`src/rtl/serial_host.sv`:
```
// serial_host: initiator that loads B, shifts A out and collects serial C with timeout
module serial_host #(
  parameter int A_WIDTH = 4,
  parameter int B_WIDTH = 4,
  parameter int C_WIDTH = 3,
  parameter int GAP = 1,
  parameter int TIMEOUT = 16
) (
  input  logic               clk,
  input  logic               reset,
  input  logic               req_valid,
  output logic               req_ready,
  input  logic [A_WIDTH-1:0] req_a,
  input  logic [B_WIDTH-1:0] req_b,
  output logic               resp_valid,
  input  logic               resp_ready,
  output logic [C_WIDTH-1:0] resp_c,
  output logic               resp_timeout,
  output logic               load_b,
  output logic [B_WIDTH-1:0] b_out,
  output logic               start_a,
  output logic               a_bit,
  input  logic               start_c,
  input  logic               c_bit
);
  typedef enum logic [2:0] {IDLE, LOAD_B, GAP_W, SEND_A, WAIT_C, RECV_C, DONE} state_t;
  localparam int M1 = A_WIDTH > C_WIDTH ? A_WIDTH : C_WIDTH;
  localparam int M2 = TIMEOUT > GAP ? TIMEOUT : GAP;
  localparam int CW = $clog2((M1 > M2 ? M1 : M2) + 1);
  state_t state, nstate;
  logic [CW-1:0] cnt, cnt_d;
  logic [A_WIDTH-1:0] a_sh, a_sh_d;
  logic [C_WIDTH-1:0] c_sh, c_nx, resp_c_d;
  logic [B_WIDTH-1:0] b_out_d;
  logic tmo, cap, req_ready_d, resp_valid_d, resp_timeout_d, load_b_d, start_a_d, a_bit_d;
  always_ff @(posedge clk) begin
    if (reset) begin
      state <= IDLE;
      cnt <= '0;
      a_sh <= '0;
      c_sh <= '0;
      req_ready <= 1'b1;
      resp_valid <= 1'b0;
      resp_timeout <= 1'b0;
      resp_c <= '0;
      load_b <= 1'b0;
      b_out <= '0;
      start_a <= 1'b0;
      a_bit <= 1'b0;
    end else begin
      state <= nstate;
      cnt <= cnt_d;
      a_sh <= a_sh_d;
      c_sh <= c_nx;
      req_ready <= req_ready_d;
      resp_valid <= resp_valid_d;
      resp_timeout <= resp_timeout_d;
      resp_c <= resp_c_d;
      load_b <= load_b_d;
      b_out <= b_out_d;
      start_a <= start_a_d;
      a_bit <= a_bit_d;
    end
  end
  always_comb begin
    nstate = state;
    tmo = 1'b0;
    case (state)
      IDLE:    if (req_valid) nstate = LOAD_B;
      LOAD_B:  nstate = GAP > 0 ? GAP_W : SEND_A;
      GAP_W:   if (cnt == CW'(GAP - 1)) nstate = SEND_A;
      SEND_A:  if (cnt == CW'(A_WIDTH - 1)) nstate = WAIT_C;
      WAIT_C: begin
        if (start_c) nstate = C_WIDTH == 1 ? DONE : RECV_C;
        else if (cnt == CW'(TIMEOUT - 1)) begin
          nstate = DONE;
          tmo = 1'b1;
        end
      end
      RECV_C:  if (cnt == CW'(C_WIDTH - 2)) nstate = DONE;
      DONE:    if (resp_ready) nstate = IDLE;
      default: nstate = IDLE;
    endcase
  end
  // Output registers are loaded from the upcoming state so every strobe lines up with its state
  always_comb begin
    cap = (state == WAIT_C && start_c) || state == RECV_C;
    c_nx = cap ? (c_sh >> 1) | (C_WIDTH'(c_bit) << (C_WIDTH - 1)) : c_sh;
    cnt_d = nstate != state ? '0 : cnt + 1'b1;
    a_sh_d = state == IDLE && req_valid ? req_a : nstate == SEND_A ? a_sh >> 1 : a_sh;
    b_out_d = state == IDLE && req_valid ? req_b : b_out;
    req_ready_d = nstate == IDLE;
    load_b_d = nstate == LOAD_B;
    start_a_d = nstate == SEND_A && state != SEND_A;
    a_bit_d = nstate == SEND_A ? a_sh[0] : 1'b0;
    resp_valid_d = nstate == DONE;
    resp_timeout_d = nstate == DONE && (state == DONE ? resp_timeout : tmo);
    resp_c_d = nstate == DONE && state != DONE ? (tmo ? '0 : c_nx) : resp_c;
  end
endmodule

```
`config.mk`:
```
export PLATFORM = sky130hd
export DESIGN_NAME = serial_host
export DESIGN_NICKNAME = d
export VERILOG_FILES = /design/src/rtl/serial_host.sv
export SDC_FILE = /design/constraint.sdc
export NUM_CORES = 1
export LEC_CHECK = 0
export CORE_UTILIZATION = 45
export DETAILED_ROUTE_END_ITERATION = 16
export GPL_TIMING_DRIVEN = 1
export HOLD_SLACK_MARGIN = 0.15
export PLACE_DENSITY = 0.74
export SKIP_LAST_GASP = 1
export SLEW_MARGIN = 20
export SYNTH_ARGS = -nofsm -noshare
export SYNTH_HDL_FRONTEND = slang
export SYNTH_SLANG_ARGS = --single-unit
export TNS_END_PERCENT = 30
```
`constraint.sdc`:
```
create_clock -name clk -period 1.83 [get_ports clk]
set_input_delay 0.2745 -clock clk [delete_from_list [all_inputs] [get_ports clk]]
set_output_delay 0.2745 -clock clk [all_outputs]
set_load 0.02 [all_outputs]
```
After elaboration in Yosys (flattened, before gate mapping):

Index checks and enable logic that the tools add are counted.

* latch bits: 0
* bits in writable memories: 0
* memories kept: 0
* memory bits (read-only): 0
* bits of input ports: 14
* output and inout bits: 13
* logic and storage cells: 58
* register bits after elaboration: 28

* reduce and logical (&&, ||, !) cells: 12
* div/mod/pow operators: 0
* $lt $le $gt $ge: 0
* multiplexer cells: 16
* add/subtract/negate cells: 1
* multiply operators: 0
* shift operators: 0
* eq/ne operators: 15
* bitwise gates (word level): 2

Operators with widths (count)
* $mux 3: 9
* $pmux 3 s7: 1
* $eq 3x3->1 const B: 4
* $eq 3x2->1 const B: 3
* $mux 4: 2
* $eq 3x1->1 const B: 2
* $logic_not 3->1: 2
* $add 5x1->5 const B: 1
* $eq 5x1->1 const B: 1
* $eq 5x2->1 const B: 1
* $eq 5x4->1 const B: 1
* $logic_and 1x1->1: 5
* $logic_not 5->1: 1
* $mux 1: 4
* $reduce_or 2->1: 2
* $ne 3x2->1 const B: 1
* $ne 3x3->1: 1
* $ne 3x3->1 const B: 1
* $or 2x3->3: 1
* $reduce_bool 2->1: 1
* $logic_or 1x1->1: 1
* $not 1->1: 1

Logic depth before layout (Yosys ltp):

* depth in word-level cells: 7
* mapped depth: 8
* gate-level depth less buffers: 8

Worst setup path before layout:

No wires, ideal clock.

* path kind: reg-to-reg
* start point: reg cnt[0]
* end point: reg resp_c[0]
* data required time: 1.738 ns
* arrival time: 1.905 ns
* period minus slack after synthesis: 1.997 ns
* path buffers: 0
* library setup time: 0.092 ns
* cell stages (with the launch flop): 9
* setup slack: -0.167 ns
* cells stage by stage: dfxtp_1 > ha_1 > and3_1 > ha_1 > nor3b_1 > a221o_1 > o21ai_2 > and3b_1 > o32ai_1

* longest elaborated chain between the ends: 6
* elaborated cells between the ends (all ways): 16
* classes of those cells: 4 x eq/ne; 10 x mux; 2 x reduce/logical

Ends and longest elaborated chain
* start: declaration: line 31 `logic [CW-1:0] cnt, cnt_d;`
* start signal: assignment: line 52 `cnt <= cnt_d;`
* $eq 5x4->1: line 75 `else if (cnt == CW'(TIMEOUT - 1)) begin`
* $mux 3: line 75
* $mux 3: line 74 `if (start_c) nstate = C_WIDTH == 1 ? DONE : RECV_C;`
* $pmux 3 s7: line 68 `case (state)`
* $eq 3x3->1: line 98 `resp_c_d = nstate == DONE && state != DONE ? (tmo ? '0 : c_nx) : resp_c;`
* $logic_and 1x1->1: line 98
* end signal: assignment: line 58 `resp_c <= resp_c_d;`
* end: declaration: line 17 `output logic [C_WIDTH-1:0] resp_c,`

Several ways; a longest one is shown, not always the timed one.
A chain may end at the register's enable or synchronous reset.

Worst setup path after layout:

Same ends and word-level chain as after synthesis.

==> key figures <==
Outcome
  – Outcome: complete, but fails checks
  – Violated checks: setup timing

Clock tree
  – Root Driver: clkbuf_4
  – TritonCTS clock tree: done
  – Clk slew on worst S/H paths: 0.15 ns
  – H-tree lvl count: 1
  – CTS Buf Count: 3
  – Clock latency at the later pin of the worst-skew pair: 0.32 ns
  – Hold buffers post-CTS: 0
  – Sinks on Clock Net: 28
  – Clock buffer depth: 2

Cells and area
  – Post-route insts no fill: 214
  – Final net count: 202
  – Layout cells sized above 1: 27.9%
  – Utilization after layout: 70.4%
  – Register area: 563 um^2
  – N_diodes: 0
  – Area delta synth->final: 48.2%
  – Multi-input logic area: 807 um^2
  – Fillers: 214
  – Post-Layout Inst Area: 1920 um^2

STA
  – Clock Skew: 0.00931 ns
  – Final setup margin: -0.213 ns
  – Fin crit share: 112%
  – Slew HR: 53.4%
  – Fin crit period: 2.04 ns
  – Worst Tran Pin Value: 0.698 ns
  – F_max: 489 MHz
  – Endpoints failing setup: 13
  – Max Slew Vio Count: 0
  – RSZ-0062 raised after global routing: yes
  – Hold Violations, Final: 0

Power and ir drop
  – Worst vdd ir: 0.000537 V
  – Comb pwr share: 28.1%
  – Pleak: 0.000721 uW
  – Flop pwr share: 45.8%
  – Power, Total: 1530 uW
  – Internal power: 1090 uW
  – Switch share: 28.5%
  – Clock share of power: 26.1%
  – Power density cells: 794 nW/um^2
  – NetSw: 436 uW

Yosys
  – Synthesized area: 1300 um^2
  – Post-synth top area cell: dfxtp_1
  – Average instance area after synthesis: 9.41 um^2
  – Synth Instances: 138
  – Synth Net Count: 156
  – Register area share after synthesis: 43.2%
  – Largest cells by area after synthesis: dfxtp_1, nand2_1, mux2i_1, nor2_1, ha_1
  – Seq cells post-synth: 28
  – Synth async-reset ratio: 0%
  – Top FF cell, synth: dfxtp_1
  – Yosys cell types: 37
  – Ys Warns: 0
  – Top cell type's share of synthesized area: 43.2%
  – Post-synth EDFFs: 0

Detailed routing
  – DRT iter0 DRCs: 35
  – Final wirelength: 2930 um
  – DRC viols: 0
  – Number of vias per cell: 5.42
  – Wire per inst: 13.7 um
  – Vias: 1159
  – TritonRoute pass-1 iters: 4
  – Post-route ant nets: 0

Worst setup path
  – Startpoint types: flip-flop
  – Critical Path AT: 2.27 ns
  – R2R cell count: 8
  – WP data required: 2.06 ns
  – CP endpoint kind: flip-flop
  – Crit Path Max Fanout: 4
  – Setup Crit Path Kind: flip-flop to flip-flop

Global route
  – Number of global-route vias before repair: 1155
  – Met3 usage: 2.79%
  – GR Overflow Total: 0
  – Met1 GRT Util: 23.8%
  – First-pass GRT wire length: 4990 um
  – Antenna violations before repair: 0
  – Overall routing resource usage: 20.2%
  – GR peak layer: met2
  – Met2 Resource Use GR: 35.8%
  – Largest net degree at the start of global routing: 17

Die
  – Initial Utilization: 47.5%
  – I/O pins: 27
  – Placeable Area: 2730 um^2
  – Horiz. Die Dim: 55.7 um
  – Std-Cell Rows: 19
  – Chip height: 55.7 um
  – Die area: 3100 um^2

Placement
  – Half-perimeter wire length after placement: 2090 um
  – Pre-CTS worst setup slack: -0.250 ns
  – Port Buffers: 26
  – RD Place Congestion: 0.853
  – Post-DP Area: 1730 um^2
  – Placed cells: 207

Hold path
  – Worst Hold Class: flip-flop to flip-flop
  – Hold Path Depth: 2

Flow run
  – Max-cap violation count: 0
-- state kept, by name, summed over array words and instances, names as in the netlist --
| signal | cells |
|---|---|
| a_bit | 1 |
| resp_c | 3 |
| start_a | 1 |
| a_sh | 4 |
| req_ready | 1 |
| cnt | 5 |
| c_sh | 3 |
| resp_timeout | 1 |
| state | 3 |
| resp_valid | 1 |
| b_out | 4 |
| load_b | 1 |
-- routing by layer --
layer	part of all wire, %	routed length [um]	vias up
li1	-	-	575
met1	45	1310	561
met3	2.5	73	6
met5	0	0	-
met4	2.1	62	0
met2	50	1480	17
-- logic make-up after synthesis --
logic type                 count (synthesis)  synth area share (%)
adders and majority gates                  4                  3.85
buffers and inverters                     14                  4.24
and+or+nand+nor                           59                  27.2
xor gates and xnor gates                   2                  1.35
AOI/OAI and AO/OA                         24                  14.8
DFF                                       28                  43.2
muxes                                      7                  5.40
-- path summary, 6_finish.rpt --
check / startpoint / slack [ns] / end
min reg2reg: b_out[2] / 0.47 / b_out[2]
max reg2reg: cnt[0] / -0.21 / resp_c[0]
min: b_out[2] / 0.47 / b_out[2]
max: cnt[0] / -0.21 / resp_c[0]
-- layout make-up --
cell class | count | area share (%)
Multi-Input combinational cell | 96 | 41.9
Sequential cell | 28 | 29.3
Timing Repair Buffer | 47 | 22.1
Tap cell | 31 | 2.02
Inverter | 8 | 1.95
Clock inverter | 1 | 1.56
Clock buffer | 3 | 1.17
-- cell usage after synthesis (2+ instances only) --
library cell  instances
nand2_1              22
nor4b_2               2
inv_1                 8
nor2_1               17
o21ai_2               3
nand3_1               2
o32ai_1               3
or4b_1                3
a21oi_1               7
mux2i_1               7
buf_2                 2
nand2b_1              3
dfxtp_1              28
nor4b_4               2
clkbuf_1              4
ha_1                  4
-- critical path, stage by stage, from the launching register on --
cell,delay [ns]
dfxtp_2,0.37
buf_6,0.13
inv_4,0.05
ha_4,0.11
or4b_4,0.46
o22ai_4,0.24
o21ai_4,0.09
and3b_2,0.26
o32ai_2,0.24
-- cells in the final DEF (no fill, tap or decap), drive strengths merged, types with 2 or more instances in the layout --
cell type,netlist,layout
a21oi,7,7
or4b,4,4
o32ai,3,3
buf,2,21
clkbuf,4,3
inv,8,8
clkdlybuf4s50,0,26
dfxtp,28,28
o21ai,4,4
nand2,22,22
nor2,17,17
ha,4,4
nor4b,5,5
mux2i,7,7
nand3,2,2
nand2b,3,3
-- metrics by stage --
step           hold WS [ns]  TNS, ns
6_report              0.467    -1.15
5_1_grt               0.467    -2.32
4_1_cts               0.471    -1.39
3_5_place_dp          0.451    -1.88
3_3_place_gp          0.442   -0.619
2_1_floorplan         0.348   -0.316
-- power groups by stage --
| stage | Combinational [uW] | Sequential [uW] | Clock (uW) |
|---|---|---|---|
| after global placement | 363 | 703 | 0 |
| final | 429 | 700 | 399 |
| after detailed placement | 375 | 705 | 0 |
| after floorplan | 216 | 710 | 0 |
| after global routing | 463 | 706 | 439 |
| after CTS | 422 | 698 | 414 |
-- repair_timing --
action                     in CTS  in global routing
pin swaps                       3                  5
setup buffers                   1                  2
setup endpoints to repair      17                 18
gates resized for setup        20                  4
Note: power is estimated with default switching activity, not from simulation.
